--- src/rtl/seq_pattern_tx.sv ---
// Serial pattern transmitter: sends a captured PAT_W-bit pattern MSB-first for
// a programmable number of repetitions, with optional idle gaps between them.
module seq_pattern_tx #(
    parameter int PAT_W = 4,
    parameter int CNT_W = 8,
    parameter int GAP_W = 4
) (
    input  logic             clk,
    input  logic             rst_n,
    input  logic             start,
    input  logic [PAT_W-1:0] pattern_in,
    input  logic [CNT_W-1:0] repeat_n,
    input  logic [GAP_W-1:0] gap_n,
    input  logic             abort,
    output logic             x_out,
    output logic             x_valid,
    output logic             frame_last,
    output logic             busy,
    output logic             done
);
    localparam int BC_W = $clog2(PAT_W);
    localparam logic [BC_W-1:0] BC_TOP = BC_W'(PAT_W - 1);

    typedef enum logic [1:0] {IDLE, SEND, GAP, DONE} state_t;

    state_t           state, state_nx;
    logic [PAT_W-1:0] shreg, pat;
    logic [CNT_W-1:0] reps_left;
    logic [GAP_W-1:0] gap_rl, gap_cnt;
    logic [BC_W-1:0]  bit_cnt;

    always_ff @(posedge clk or negedge rst_n) begin
        if (!rst_n) state <= IDLE;
        else        state <= state_nx;
    end

    always_comb begin
        state_nx = state;
        case (state)
            IDLE: if (start) state_nx = SEND;
            SEND: if (bit_cnt == '0) begin
                if (reps_left <= CNT_W'(1)) state_nx = DONE;
                else if (gap_rl != '0)      state_nx = GAP;
            end
            GAP:  if (gap_cnt <= GAP_W'(1)) state_nx = SEND;
            DONE: state_nx = IDLE;
            default: state_nx = IDLE;
        endcase
        // abort overrides everything, including a start in the same cycle
        if (abort) state_nx = IDLE;
    end

    always_ff @(posedge clk or negedge rst_n) begin
        if (!rst_n) begin
            shreg     <= '0;
            pat       <= '0;
            reps_left <= '0;
            gap_rl    <= '0;
            gap_cnt   <= '0;
            bit_cnt   <= '0;
        end else if (!abort) begin
            case (state)
                IDLE: if (start) begin
                    shreg     <= pattern_in;
                    pat       <= pattern_in;
                    reps_left <= (repeat_n == '0) ? CNT_W'(1) : repeat_n;
                    gap_rl    <= gap_n;
                    bit_cnt   <= BC_TOP;
                end
                SEND: begin
                    if (bit_cnt == '0) begin
                        if (reps_left > CNT_W'(1)) begin
                            reps_left <= reps_left - CNT_W'(1);
                            shreg     <= pat;
                            bit_cnt   <= BC_TOP;
                            gap_cnt   <= gap_rl;
                        end
                    end else begin
                        shreg   <= shreg << 1;
                        bit_cnt <= bit_cnt - BC_W'(1);
                    end
                end
                GAP: if (gap_cnt != '0) gap_cnt <= gap_cnt - GAP_W'(1);
                default: ;
            endcase
        end
    end

    // Outputs are pure decodes of flops, so reset clears them immediately.
    assign x_valid    = (state == SEND);
    assign x_out      = x_valid & shreg[PAT_W-1];
    assign frame_last = x_valid & (bit_cnt == '0);
    assign busy       = (state != IDLE);
    assign done       = (state == DONE);

endmodule
--- config.mk ---
export PLATFORM = sky130hd
export DESIGN_NAME = seq_pattern_tx
export DESIGN_NICKNAME = d
export VERILOG_FILES = /design/src/rtl/seq_pattern_tx.sv
export SDC_FILE = /design/constraint.sdc
export NUM_CORES = 1
export LEC_CHECK = 0
export ABC_AREA = 1
export CAP_MARGIN = 20
export CORE_UTILIZATION = 25
export CTS_BUF_LIST = sky130_fd_sc_hd__clkbuf_16
export DETAILED_ROUTE_END_ITERATION = 10
export PLACE_DENSITY = 0.45
export SLEW_MARGIN = 20
export SYNTH_ARGS = -nofsm -noshare
export SYNTH_HDL_FRONTEND = slang
export SYNTH_SLANG_ARGS = --single-unit
--- constraint.sdc ---
create_clock -name clk -period 2.3 [get_ports clk]
set_clock_uncertainty 0.2 [all_clocks]
set_input_delay 0.46 -clock clk [delete_from_list [all_inputs] [get_ports clk]]
set_output_delay 0.46 -clock clk [all_outputs]
set_load 0.05 [all_outputs]
==> run summary <==
run status: finished, final reports clean
EDFF count, synth: 0
Initial Utilization: 0.260
peak supply drop: 0.488 mV
antenna violations before repair: 0
Top FF cell, synth: dfrtp_1
site row count: 30
Worst Path Required: 1640 ps
min-delay worst type: register to register
Antenna Cells: 0
final setup fails: 0
post-layout net count: 297
Root Buffer: clkbuf_16
Routed Antenna Nets: 0
#FFs+latches synth: 28
dominant cells by area after synthesis: dfrtp_1 (40%), nand2_1 (17%), inv_1 (5.1%), nand3_1 (4.5%), mux2_2 (4.4%)
DR WL/cell: 10.7 um
wirelength, routed: 3930 um
library cells used by synthesis: 29
Placed Area: 2190 um2
max-cap violation count: 0
Setup TNS: 0 ps
ys async rst share: 1.00
gr ovfl total: 0
DR vias/cell: 4.17
buffers added on ports: 24
mapped cell area: 1770 um2
Area growth, synth to finish: 29.6%
Synth Area per Inst: 7.36 um2
WHS: 290 ps
clock sink count: 28
Total GRT Usage: 0.119
post_cts resized: 0
crit path max fanout: 9
final worst-path cycle share: 0.942
clk buf depth: 2
fin worst setup slack: 134 ps
TritonCTS clock tree: built
Starting DRT DRC Count: 70
crit path launch type: register
full die area: 7430 um2
CTS buffer count: 3
Leakage: 1.11 nW
Max Slew Vio Count: 0
setup bufs post-CTS: 0
RSZ-0062 raised after global routing: false
most frequent cell after synthesis: nand2_1
clock slew at reported path FFs: 70 ps
drt pass-1 iters: 4
Tmin final: 2170 ps
Least-Margin Pin Slew: 372 ps
crit end category: output port
core area: 6830 um2
layout cell share with drive strength beyond 1: 0.144
Die Wd: 86.2 um
Vias: 1527
hpwl dp: 3040 um
global-route wire length before repair: 6900 um
syn nets: 267
largest net degree at the start of global routing: 29
height of the die: 86.2 um
synthesized instance count: 241
Synth top cells by count: nand2_1 (82), dfrtp_1 (28), inv_1 (24)
Slew headroom: 0.752
latest clock arrival within the worst-skew pair: 260 ps
Final Hold Viols: 0
vias in the first global route: 1469
post-synthesis sequential area ratio: 0.395
Pwr per Cell Area: 1320 nW/um2
io pins: 25
H-tree Lvls: 1
hold buffer count at CTS: 0
Max Fclk: 0.462 GHz
top cell type's share of synthesized area: 0.395
worst slack at placement: 154 ps
Final GP Congestion: 0.832
design area: 2300 um2
Critical Path AT: 1510 ps
Synth area leader: dfrtp_1
critical path type: register to output port
DR DRC count: 0
Synth Warn #: 0
stage by stage:
step           utilization  cells  total power, W
2_1_floorplan            -    241         0.00205
3_3_place_gp         0.321    362         0.00254
3_5_place_dp         0.321    362         0.00254
4_1_cts              0.336    366         0.00307
5_1_grt              0.336    366         0.00333
6_report             0.336    366         0.00303
power by group:
part           leakage [nW]  internal [W]  switching, W  total [W]
Sequential            0.343      0.000729      0.000183   0.000912
Clock                0.0511      0.000347      0.000171   0.000518
Combinational         0.716      0.000642      0.000956    0.00160
worst paths after layout:
check | from | endpoint | slack, ps | cells past startpoint
setup / recovery | state[1]$_DFFE_PN0P_ | x_out | 130 | 5
hold / removal | shreg[0]$_DFFE_PN0P_ | shreg[0]$_DFFE_PN0P_ | 290 | 2
max in group asynchronous | rst_n | gap_rl[1]$_DFFE_PN0P_ | 1220 | 2
setup reg to reg | reps_left[0]$_DFFE_PN0P_ | reps_left[4]$_DFFE_PN0P_ | 350 | 9
hold reg to reg | shreg[0]$_DFFE_PN0P_ | shreg[0]$_DFFE_PN0P_ | 290 | 2
min in group asynchronous | rst_n | state[1]$_DFFE_PN0P_ | 400 | 2
cell usage in the layout, fill, tap and decap left out, types with 3 or more instances in the layout:
cell / synthesis / routed
nand2_1: 82 / 82
nand3_2: 3 / 3
nand2_2: 3 / 3
inv_1: 24 / 24
o21ai_0: 14 / 14
o21ai_1: 8 / 8
clkdlybuf4s50_1: 0 / 19
dfrtp_1: 28 / 28
ha_1: 6 / 6
buf_12: 0 / 5
nand3_1: 16 / 16
buf_4: 1 / 5
mux2_2: 7 / 7
clkbuf_16: 0 / 3
a21oi_1: 3 / 3
nor2_1: 20 / 20
inv_2: 5 / 5
area by class of cell:
| type | instances | area, um2 |
|---|---|---|
| Inverter | 29 | 109 |
| Timing Repair Buffer | 29 | 328 |
| Tap cell | 96 | 120 |
| Fill cell | 747 | 4530 |
| Clock inverter | 1 | 30.0 |
| Clock buffer | 3 | 75.1 |
| Sequential cell | 28 | 701 |
| Multi-Input combinational cell | 180 | 935 |
cells by family after synthesis:
family | share of synthesized area
AOI/OAI and AO/OA | 0.0868
xor gates and xnor gates | 0.00494
adders and majority gates | 0.0423
buffers and inverters | 0.0776
DFF | 0.395
muxes | 0.0445
and+or+nand+nor | 0.349
sequential cells by signal (all words and copies together), names as in the netlist:
signal / cells
reps_left: 8
pat: 4
state: 2
shreg: 4
gap_cnt: 4
bit_cnt: 2
gap_rl: 4
worst max-delay path, stage by stage (launching register included):
cell and delay, ps:
dfrtp_1 430, inv_2 160, nand2_4 110, buf_4 190, nor2_1 180, buf_12 160
layer usage:
layer	global-route usage	vias to the layer above	wire length, um
met5	0	-	0
met2	0.191	22	1790
met4	0.0364	0	53
li1	-	825	-
met3	0.0152	4	63
met1	0.166	676	2020
(Power assumes the default switching activity.)
